**src/rtl/sys_periph_pkg.sv**
```systemverilog
// Register map, control/status bit positions and the bus address decoder
// shared by sys_periph and its testbench.
package sys_periph_pkg;

  localparam logic [4:0] OFF_ID      = 5'h00;
  localparam logic [4:0] OFF_SCRATCH = 5'h04;
  localparam logic [4:0] OFF_TCNT    = 5'h08;
  localparam logic [4:0] OFF_TCTRL   = 5'h0C;
  localparam logic [4:0] OFF_TCMP    = 5'h10;
  localparam logic [4:0] OFF_TXDATA  = 5'h14;
  localparam logic [4:0] OFF_TXSTAT  = 5'h18;

  localparam int CTRL_EN   = 0;
  localparam int CTRL_AR   = 1;
  localparam int CTRL_FLAG = 2;

  localparam int TXSTAT_CNT_W = 5;
  localparam int TXSTAT_FULL  = 5;
  localparam int TXSTAT_EMPTY = 6;
  localparam int TXSTAT_OVF   = 7;

  typedef enum logic [2:0] {
    REG_ID,
    REG_SCRATCH,
    REG_TCNT,
    REG_TCTRL,
    REG_TCMP,
    REG_TXDATA,
    REG_TXSTAT,
    REG_NONE
  } reg_sel_e;

  // Only word-aligned addresses inside the 32-byte window select a register.
  function automatic reg_sel_e decode_addr(input logic [31:0] addr);
    reg_sel_e sel;
    sel = REG_NONE;
    if (addr[31:5] == '0 && addr[1:0] == 2'b00) begin
      case (addr[4:0])
        OFF_ID:      sel = REG_ID;
        OFF_SCRATCH: sel = REG_SCRATCH;
        OFF_TCNT:    sel = REG_TCNT;
        OFF_TCTRL:   sel = REG_TCTRL;
        OFF_TCMP:    sel = REG_TCMP;
        OFF_TXDATA:  sel = REG_TXDATA;
        OFF_TXSTAT:  sel = REG_TXSTAT;
        default:     sel = REG_NONE;
      endcase
    end
    return sel;
  endfunction

endpackage

```
**src/rtl/sync_fifo.sv**
```systemverilog
// Single-clock FIFO with wrap-bit pointers; a push while full is accepted
// only when a pop happens in the same cycle.
module sync_fifo #(
  parameter int unsigned WIDTH = 8,
  parameter int unsigned DEPTH = 8
) (
  input  logic                     clk_i,
  input  logic                     rst_ni,
  input  logic                     push_i,
  input  logic [WIDTH-1:0]         data_i,
  input  logic                     pop_i,
  output logic [WIDTH-1:0]         data_o,
  output logic [$clog2(DEPTH):0]   count_o,
  output logic                     full_o,
  output logic                     empty_o
);

  localparam int unsigned AW = $clog2(DEPTH);

  logic [WIDTH-1:0] mem_q [DEPTH];
  logic [AW:0]      wr_ptr_q, wr_ptr_d;
  logic [AW:0]      rd_ptr_q, rd_ptr_d;
  logic             do_push, do_pop;

  assign empty_o = (wr_ptr_q == rd_ptr_q);
  assign full_o  = (wr_ptr_q[AW] != rd_ptr_q[AW]) &&
                   (wr_ptr_q[AW-1:0] == rd_ptr_q[AW-1:0]);
  assign count_o = wr_ptr_q - rd_ptr_q;

  assign do_pop  = pop_i & ~empty_o;
  assign do_push = push_i & (~full_o | do_pop);

  // Head reads as zero while empty so the output is defined out of reset.
  assign data_o = empty_o ? '0 : mem_q[rd_ptr_q[AW-1:0]];

  assign wr_ptr_d = wr_ptr_q + {{AW{1'b0}}, do_push};
  assign rd_ptr_d = rd_ptr_q + {{AW{1'b0}}, do_pop};

  always_ff @(posedge clk_i) begin
    if (do_push) mem_q[wr_ptr_q[AW-1:0]] <= data_i;
  end

  always_ff @(posedge clk_i or negedge rst_ni) begin
    if (!rst_ni) begin
      wr_ptr_q <= '0;
      rd_ptr_q <= '0;
    end else begin
      wr_ptr_q <= wr_ptr_d;
      rd_ptr_q <= rd_ptr_d;
    end
  end

endmodule

```
**src/rtl/sys_periph.sv**
```systemverilog
// Memory-mapped system peripheral: ID, scratch, compare timer with interrupt,
// and a byte-wide TX FIFO, answering the CPU's sys_* bus one cycle late.
module sys_periph
  import sys_periph_pkg::*;
#(
  parameter int unsigned FIFO_DEPTH = 8,
  parameter logic [31:0] ID_VALUE   = 32'h43505533
) (
  input  logic        clk,
  input  logic        rst,
  input  logic [31:0] sys_r_addr,
  input  logic        sys_read,
  output logic [31:0] sys_r_line,
  input  logic [31:0] sys_w_addr,
  input  logic [31:0] sys_w_line,
  input  logic        sys_write,
  output logic [7:0]  tx_data,
  output logic        tx_valid,
  input  logic        tx_ready,
  output logic        irq
);

  localparam int unsigned CW = $clog2(FIFO_DEPTH) + 1;

  reg_sel_e    rsel, wsel;
  logic [31:0] scratch_q, scratch_d;
  logic [31:0] cnt_q, cnt_d;
  logic [31:0] cmp_q, cmp_d;
  logic [31:0] r_line_q, r_line_d;
  logic [2:0]  ctrl_q, ctrl_d;
  logic        ovf_q, ovf_d;
  logic [31:0] rdata;
  logic [7:0]  txstat;
  logic        timer_hit, push, pop, overflow;
  logic        fifo_full, fifo_empty;
  logic [CW-1:0] fifo_count;

  assign rsel = sys_read  ? decode_addr(sys_r_addr) : REG_NONE;
  assign wsel = sys_write ? decode_addr(sys_w_addr) : REG_NONE;

  // TX stream: tx_data is offered while tx_valid is high and a byte is
  // consumed only on a cycle where tx_valid && tx_ready; the head holds otherwise.
  assign tx_valid  = ~fifo_empty;
  assign pop       = tx_valid & tx_ready;
  assign push      = (wsel == REG_TXDATA);
  assign overflow  = push & fifo_full & ~pop;
  assign timer_hit = ctrl_q[CTRL_EN] & (cnt_q == cmp_q);

  sync_fifo #(
    .WIDTH (8),
    .DEPTH (FIFO_DEPTH)
  ) u_fifo (
    .clk_i   (clk),
    .rst_ni  (rst),
    .push_i  (push),
    .data_i  (sys_w_line[7:0]),
    .pop_i   (pop),
    .data_o  (tx_data),
    .count_o (fifo_count),
    .full_o  (fifo_full),
    .empty_o (fifo_empty)
  );

  always_comb begin
    txstat                       = '0;
    txstat[TXSTAT_CNT_W-1:0]     = TXSTAT_CNT_W'(fifo_count);
    txstat[TXSTAT_FULL]          = fifo_full;
    txstat[TXSTAT_EMPTY]         = fifo_empty;
    txstat[TXSTAT_OVF]           = ovf_q;
  end

  // Reads sample pre-edge register values, so same-cycle writes are not visible.
  always_comb begin
    rdata = '0;
    case (rsel)
      REG_ID:      rdata = ID_VALUE;
      REG_SCRATCH: rdata = scratch_q;
      REG_TCNT:    rdata = cnt_q;
      REG_TCTRL:   rdata = {29'd0, ctrl_q};
      REG_TCMP:    rdata = cmp_q;
      REG_TXSTAT:  rdata = {24'd0, txstat};
      default:     rdata = '0;
    endcase
    r_line_d = sys_read ? rdata : r_line_q;
  end

  always_comb begin
    scratch_d = scratch_q;
    cmp_d     = cmp_q;
    cnt_d     = cnt_q;
    ctrl_d    = ctrl_q;
    ovf_d     = ovf_q;

    if (wsel == REG_SCRATCH) scratch_d = sys_w_line;
    if (wsel == REG_TCMP)    cmp_d     = sys_w_line;

    if (wsel == REG_TCNT) begin
      cnt_d = sys_w_line;
    end else if (ctrl_q[CTRL_EN]) begin
      cnt_d = (timer_hit && ctrl_q[CTRL_AR]) ? 32'd0 : cnt_q + 32'd1;
    end

    if (wsel == REG_TCTRL) begin
      ctrl_d[CTRL_EN]   = sys_w_line[CTRL_EN];
      ctrl_d[CTRL_AR]   = sys_w_line[CTRL_AR];
      ctrl_d[CTRL_FLAG] = ctrl_q[CTRL_FLAG] & ~sys_w_line[CTRL_FLAG];
    end
    // A compare hit wins over a simultaneous write-one-to-clear.
    if (timer_hit) ctrl_d[CTRL_FLAG] = 1'b1;

    if (overflow)                ovf_d = 1'b1;
    else if (rsel == REG_TXSTAT) ovf_d = 1'b0;
  end

  always_ff @(posedge clk or negedge rst) begin
    if (!rst) begin
      scratch_q <= '0;
      cnt_q     <= '0;
      cmp_q     <= 32'hFFFF_FFFF;
      ctrl_q    <= '0;
      ovf_q     <= 1'b0;
      r_line_q  <= '0;
    end else begin
      scratch_q <= scratch_d;
      cnt_q     <= cnt_d;
      cmp_q     <= cmp_d;
      ctrl_q    <= ctrl_d;
      ovf_q     <= ovf_d;
      r_line_q  <= r_line_d;
    end
  end

  assign sys_r_line = r_line_q;
  assign irq        = ctrl_q[CTRL_FLAG];

endmodule

```
**config.mk**
```make
export PLATFORM = sky130hd
export DESIGN_NAME = sys_periph
export DESIGN_NICKNAME = d
export VERILOG_FILES = /design/src/rtl/sys_periph_pkg.sv /design/src/rtl/sync_fifo.sv /design/src/rtl/sys_periph.sv
export SDC_FILE = /design/constraint.sdc
export NUM_CORES = 1
export LEC_CHECK = 0
export ABC_AREA = 1
export ABC_CLOCK_PERIOD_IN_PS = 3200
export BUFFER_PORTS_ARGS = -buffer_cell sky130_fd_sc_hd__buf_4
export CORE_AREA = 2 2 180 252
export CTS_CLUSTER_SIZE = 10
export DETAILED_ROUTE_END_ITERATION = 7
export DIE_AREA = 0 0 182 254
export PLACE_DENSITY = 0.43
export REMOVE_ABC_BUFFERS = 1
export SYNTH_ARGS = -nofsm -noshare
export SYNTH_HDL_FRONTEND = slang
export SYNTH_SLANG_ARGS = --single-unit
export TNS_END_PERCENT = 5
```
**constraint.sdc**
```tcl
create_clock -name clk -period 3.2 [get_ports clk]
set_input_delay 0.16 -clock clk [delete_from_list [all_inputs] [get_ports clk]]
set_output_delay 0.16 -clock clk [all_outputs]
set_load 0.01 [all_outputs]
```
* After elaboration in Yosys (flattened, before gate mapping)
Memories as Yosys holds them, arrays and structs flattened.
Cells that the tools add are included.
W data, S select, Z words.
** Word-level totals
- Flip-flop bits (word level) :: 140
- Memories kept :: 1
- Bits in latches :: 0
- Input bits :: 101
- ROM bits :: 0
- Bits in writable memories :: 64
- Output and inout bits :: 42
- Word-level logic and storage cells :: 83
** Cells by class
- Reduce and logical (&&, ||, !) cells :: 14
- Shift-type cells :: 0
- Multiply operators :: 0
- Magnitude comparators :: 0
- Divide/modulo/power cells :: 0
- Add/sub/neg operators :: 4
- Bitwise logic cells :: 12
- Muxes and demuxes :: 17
- Equal/unequal tests :: 26
** Memories
- u_fifo.mem_q :: depth 8, bits a word 8, read ports 1, clocked after Yosys merged registers in 0, write ports 1, line sync_fifo.sv:20 : logic [WIDTH-1:0] mem_q [DEPTH];
** Operators with widths (number)
- $pmux W32 S6 :: 1
- $mux W32 :: 3
- $logic_not A27 Y1 :: 2
- $pmux W3 S7 :: 2
- $add A32 B1 Y32 const B :: 1
- $eq A32 B32 Y1 :: 1
- $eq A5 B5 Y1 const B :: 6
- $eq A5 B4 Y1 const B :: 4
- $mux W3 :: 5
- $eq A3 B2 Y1 const B :: 4
- $eq A3 B3 Y1 const B :: 4
- $eq A5 B3 Y1 const B :: 2
- $logic_not A5 Y1 :: 2
- $add A4 B1 Y4 :: 2
- $mux W8 :: 1
- $and A1 B1 Y1 :: 7
- $eq A3 B1 Y1 const B :: 2
- $reduce_bool A2 Y1 :: 3
- $mux W1 :: 5
- $eq A4 B4 Y1 :: 1
- $logic_and A1 B1 Y1 :: 4
- $logic_not A2 Y1 :: 2
- $not A1 Y1 :: 4
- $sub A4 B4 Y4 :: 1
- 4 further kinds :: 4

* Logic depth before layout (Yosys ltp)
- Depth after elaboration :: 8
- Mapped depth :: 12
- Depth with buffers taken out :: 12

* Hierarchy
Synthesis repeated with hierarchy kept, for this count alone.
** Second synthesis, totals
- Cells, all modules :: 1413
- Area total of the unflattened synthesis :: 11150.7 um^2
** By module, submodules not included
- sys_periph :: sequential area each 3343.2 um^2, cells each 1071, area an instance 7772.5 um^2, instances 1
- sync_fifo :: sequential area each 2122.0 um^2, cells each 342, area an instance 3378.2 um^2, instances 1

* Worst setup path before layout
No wires, ideal clock.
- Kind :: flip-flop to flip-flop
- Start :: register u_fifo.rd_ptr_q[1]
- End :: memory u_fifo.mem_q[0][0], enable pin
- Setup time :: 383 ps
- Cell stages (with the launch flop) :: 12
- Data arrival time :: 2375 ps
- Data required time :: 2817 ps
- Clock period less this slack :: 2758 ps
- Buffers on the path :: 2
- Path slack :: 442 ps
- Cells stage by stage :: dfrtp_1 clkbuf_1 inv_1 buf_1 ha_1 nand2_1 nor2_1 nand2_1 nor2_1 nor2_1 nand2_1 nor3_1
** Between the ends
- Longest elaborated chain between the ends :: 8
- Elaborated cells between the ends (all ways) :: 11
- Those cells by class :: eq/ne: 2; mux: 2; bitwise: 6; reduce/logical: 1
** RTL lines
- start, declared :: line sync_fifo.sv:22 : logic [AW:0] rd_ptr_q, rd_ptr_d;
- start signal, assigned :: line sync_fifo.sv:49 : rd_ptr_q <= rd_ptr_d;
- $eq A4 B4 Y1 :: line sync_fifo.sv:25 : assign empty_o = (wr_ptr_q == rd_ptr_q);
- $not A1 Y1 :: line sync_fifo.sv:30, sys_periph.sv:43
- $and A1 B1 Y1 :: line sys_periph.sv:44 : assign pop = tx_valid & tx_ready;
- $and A1 B1 Y1 :: line sync_fifo.sv:30 : assign do_pop = pop_i & ~empty_o;
- $or A1 B1 Y1 * :: line sync_fifo.sv:31 : assign do_push = push_i & (~full_o | do_pop);
- $and A1 B1 Y1 * :: line sync_fifo.sv:31
- $mux W1 * :: line sync_fifo.sv:40 : if (do_push) mem_q[wr_ptr_q[AW-1:0]] <= data_i;
- $mux W1 (not written as such) * :: line sync_fifo.sv:40
- end, declared :: line sync_fifo.sv:20
Mark *: on every way between the ends. The rest lies on a longest branch, timed or not.

* Worst setup path after layout
- Start :: register u_fifo.rd_ptr_q[0]
- End :: output port tx_data[0]
** Between the ends
- Longest elaborated chain between the ends :: 2
- Elaborated cells between the ends (all ways) :: 3
- Those cells by class :: eq/ne: 1; mux: 1; memory: 1
** RTL lines
- $mem_v2 Z8 W8 / $eq A4 B4 Y1 (equally long branches)
- $mux W8 * :: line sync_fifo.sv:34 : assign data_o = empty_o ? '0 : mem_q[rd_ptr_q[AW-1:0]];
- end, declared :: line sys_periph.sv:17 : output logic [7:0] tx_data,
Marked as above.

==> summary.json <==
{
  "timing.hold.worst_endpoint": {"value": "ovf_q"},
  "setup_viol": {"value": 0},
  "layout_setup_ws": {"value": 0.324, "unit": "ns"},
  "cts-resized-gates": {"value": 0},
  "synth-warning-count": {"value": 0},
  "worst_slack_after_detailed_placement": {"value": 0.870, "unit": "ns"},
  "timing.critical_path.slowest_stage_cell": {"value": "sky130_fd_sc_hd__inv_1"},
  "largest_delay_contributor_family_on_the_critical_path": {"value": "compound AO/OA/AOI/OAI gates"},
  "clk-insertion-delay-late": {"value": 0.56, "unit": "ns"},
  "slew_headroom": {"value": 0.449},
  "detailed_route_drc_error_count": {"value": 0},
  "critPathLaunchType": {"value": "flop"},
  "finalClockSkew": {"value": 0.0261, "unit": "ns"},
  "clock_sinks": {"value": 204},
  "setup.worst_path.start": {"value": "u_fifo.rd_ptr_q[0]"},
  "synthesis.area": {"value": 10900, "unit": "um2"},
  "critical_path.endpoint_type": {"value": "primary output"},
  "critical_path_required": {"value": 3.04, "unit": "ns"},
  "holdCritPathClass": {"value": "primary input to flop"},
  "routedWlPerCell": {"value": 17.6, "unit": "um"},
  "max_freq": {"value": 348, "unit": "MHz"},
  "hold_path_startpoint": {"value": "sys_w_addr[2]"},
  "power_density": {"value": 495, "unit": "nW/um2"},
  "ctsHoldBuffers": {"value": 34},
  "cts-root-buf": {"value": "sky130_fd_sc_hd__clkbuf_16"},
  "mean_instance_size_in_the_synthesized_netlist": {"value": 7.94, "unit": "um2"},
  "dieArea": {"value": 46200, "unit": "um2"},
  "i_o_pins": {"value": 143},
  "drt_wl_total": {"value": 37400, "unit": "um"},
  "violations": {"value": "negative hold slack"},
  "highest_net_fanout_along_the_worst_path": {"value": 28},
  "critical_path.reg2reg.endpoint": {"value": "u_fifo.mem_q[3][5]"},
  "n_antenna_cell": {"value": 0},
  "dp_hpwl": {"value": 27100, "unit": "um"},
  "syn_inst": {"value": 1372},
  "number_of_enable_flip_flop_cells_after_synthesis": {"value": 64},
  "drive_gt1_frac": {"value": 0.162},
  "area_growth": {"value": 26.8, "unit": "%"},
  "dieWidth": {"value": 182, "unit": "um"},
  "netlist_top_cells_count": {"value": "sky130_fd_sc_hd__nand2_1, sky130_fd_sc_hd__inv_1, sky130_fd_sc_hd__nor2_1"},
  "synthDominantAreaCellType": {"value": "sky130_fd_sc_hd__dfrtp_1"},
  "longest_individual_stage_delay_on_the_worst_path": {"value": 0.62, "unit": "ns"},
  "ctsHtreeMaxLevel": {"value": 1},
  "timing_worst_slew_pin_value": {"value": 0.826, "unit": "ns"},
  "initial_core_util": {"value": 0.248},
  "drtPass1Iterations": {"value": 5},
  "yosys-top-cells-area": {"value": "sky130_fd_sc_hd__dfrtp_1, sky130_fd_sc_hd__edfxtp_1, sky130_fd_sc_hd__nand2_1"},
  "number_of_global_route_vias_before_repair": {"value": 10100},
  "numCtsBuffers": {"value": 26},
  "yosys_top_cell_area_share": {"value": 0.248},
  "grt_first_pass_wirelength": {"value": 58600, "unit": "um"},
  "number_of_max_cap_violations": {"value": 0},
  "routed-via-count": {"value": 9659},
  "worstRegToRegCells": {"value": 11},
  "count_of_buffering_cells_on_the_critical_path_with_inverters_included": {"value": 2},
  "worst_setup_hold_path_clk_slew": {"value": 0.06, "unit": "ns"},
  "run_status": {"value": "finished, violations left"},
  "std_cell_rows": {"value": 91},
  "rsz0062_at_grt": {"value": "false"},
  "tns": {"value": 0, "unit": "ns"},
  "crit_path_cell_trace": {"value": "inv_1, o21ai_0, o22ai_1, o21ai_0, a31oi_1, buf_4"},
  "report.final.hold_viol_count": {"value": 1},
  "most_common_cell_in_the_synthesized_netlist": {"value": "sky130_fd_sc_hd__nand2_1"},
  "worst_r2r_startpoint": {"value": "u_fifo.rd_ptr_q[2]"},
  "synth.yosys.seq_area_share": {"value": 0.502},
  "final_wtd_congestion": {"value": 0.843},
  "nFillCells": {"value": 4775},
  "ant_nets": {"value": 0},
  "avgViaCountPerCell": {"value": 4.54},
  "synth_ff_type": {"value": "sky130_fd_sc_hd__dfrtp_1"},
  "post-cts-setup-buffers": {"value": 0},
  "detail_route.iter0.violations": {"value": 479},
  "power_leakage": {"value": 6.50, "unit": "nW"},
  "synth-seq-cells": {"value": 204},
  "max_slew_violation_total_from_the_final_report": {"value": 0},
  "place.port_buffers": {"value": 142},
  "worst-endpoint-arrival": {"value": 2.72, "unit": "ns"},
  "irDropWorstVdd": {"value": 305, "unit": "uV"},
  "whs_path_depth": {"value": 3},
  "tritoncts": {"value": "yes"},
  "synth.lib_cells_used.distinct": {"value": 35},
  "period_needed": {"value": 2.88, "unit": "ns"},
  "async_reset_ff_frac": {"value": 0.686},
  "antenna_found_initial": {"value": 0},
  "reg2reg_slack": {"value": 0.92, "unit": "ns"},
  "min_period_over_period": {"value": 0.899},
  "core_region_area": {"value": 43900, "unit": "um2"},
  "worst_path_most_repeated_cell": {"value": "sky130_fd_sc_hd__o21ai_0"},
  "clock_tree.buffer_depth": {"value": 3},
  "globalRoute.totalOverflow": {"value": 0},
  "grt_start_max_net_pins": {"value": 70},
  "final_nets": {"value": 1661},
  "final.hold.worst_slack": {"value": -0.00233, "unit": "ns"},
  "die_h": {"value": 254, "unit": "um"},
  "globalRouteTotalUtil": {"value": 0.164},
  "worstSetupPathType": {"value": "flop to primary output"}
}
==> registers in the layout, summed over array words and instances (netlist names) <==
signal and flops:
ctrl_q 3, u_fifo.mem_q 64, sys_r_line 32, cmp_q 32
u_fifo.wr_ptr_q 4, u_fifo.rd_ptr_q 4, scratch_q 32, ovf_q 1
cnt_q 32
==> cell usage in the layout (no fill, tap or decap), types with 2 or more instances in the layout <==
cell                            instances
sky130_fd_sc_hd__nand2_1              318
sky130_fd_sc_hd__inv_1                203
sky130_fd_sc_hd__nor2_1               173
sky130_fd_sc_hd__buf_4                170
sky130_fd_sc_hd__dfrtp_1              108
sky130_fd_sc_hd__o21ai_0               90
sky130_fd_sc_hd__nand3_1               71
sky130_fd_sc_hd__edfxtp_1              64
sky130_fd_sc_hd__nand4_1               59
sky130_fd_sc_hd__o21ai_1               36
sky130_fd_sc_hd__dlygate4sd3_1         34
sky130_fd_sc_hd__dfstp_2               32
sky130_fd_sc_hd__nor3_1                30
sky130_fd_sc_hd__clkbuf_16             26
sky130_fd_sc_hd__a21oi_1               25
sky130_fd_sc_hd__mux2i_1               25
sky130_fd_sc_hd__xor2_1                20
sky130_fd_sc_hd__clkbuf_1              14
sky130_fd_sc_hd__xnor2_1               11
sky130_fd_sc_hd__o22ai_1                8
sky130_fd_sc_hd__a31oi_1                8
sky130_fd_sc_hd__ha_1                   8
sky130_fd_sc_hd__o2111ai_1              6
sky130_fd_sc_hd__inv_2                  4
sky130_fd_sc_hd__nand3_2                3
sky130_fd_sc_hd__or2_2                  3
sky130_fd_sc_hd__clkbuf_8               3
sky130_fd_sc_hd__clkinvlp_4             3
sky130_fd_sc_hd__or2_1                  2
sky130_fd_sc_hd__nor2_4                 2
sky130_fd_sc_hd__nand4_2                2
sky130_fd_sc_hd__buf_12                 2
==> through the flow <==
stage          utilization  total power [mW]  instances  hold slack [ns]  cell area [um2]
2_1_floorplan            -              3.42       1316           -0.136            10600
3_3_place_gp         0.288              4.13       2047            0.235            12700
3_5_place_dp         0.288              4.13       2047            0.241            12700
4_1_cts              0.314              6.95       2129           0.0151            13800
5_1_grt              0.314              7.17       2129           0.0329            13800
6_report             0.314              6.83       2129         -0.00233            13800
==> where the power goes <==
part	switching, mW	internal (mW)
Combinational	0.809	0.526
Sequential	0.0222	2.72
Clock	1.16	1.58
==> worst max-delay path by stage <==
| stage | end | slack (ns) | cells after the start |
|---|---|---|---|
| 5_1_grt | tx_data[0] | 0.18 | 6 |
| 4_1_cts | tx_data[0] | 0.27 | 6 |
| 2_1_floorplan | u_fifo.mem_q[0][0] | 0.48 | 9 |
| 3_3_place_gp | tx_data[0] | 0.87 | 6 |
| 6_report | tx_data[0] | 0.32 | 6 |
| 3_5_place_dp | tx_data[0] | 0.87 | 6 |
==> tightest hold or removal path, stage by stage <==
cell and delay (ns):
sky130_fd_sc_hd__buf_4 0.12, sky130_fd_sc_hd__nand3_1 0.14, sky130_fd_sc_hd__o32ai_1 0.09
==> metal layers <==
metal | up-vias | share of wire | GRT usage
met2 | 168 | 0.54 | 0.317
li1 | 4797 | - | -
met4 | 0 | 0.036 | 0.0627
met1 | 4627 | 0.40 | 0.183
met3 | 67 | 0.027 | 0.0161
met5 | - | 0 | 0
==> cells by family after synthesis <==
group / count (synthesis) / synth area share
compound gates: 175 / 0.0849
buf+inv: 263 / 0.0939
fa+ha+maj: 9 / 0.0110
mux: 25 / 0.0230
flops: 204 / 0.502
simple gates: 665 / 0.260
xor+xnor: 31 / 0.0249
==> area by class of cell <==
cell class,instances,area (um2),share of cell area
clock buffer,43,744,0.0539
clock inverter,5,43.8,0.00317
inverter,207,777,0.0563
multi-input combinational,905,4410,0.319
sequential,204,5470,0.396
tap,558,698,0.0506
timing repair buffer,207,1670,0.121
(Power assumes the default switching activity.)
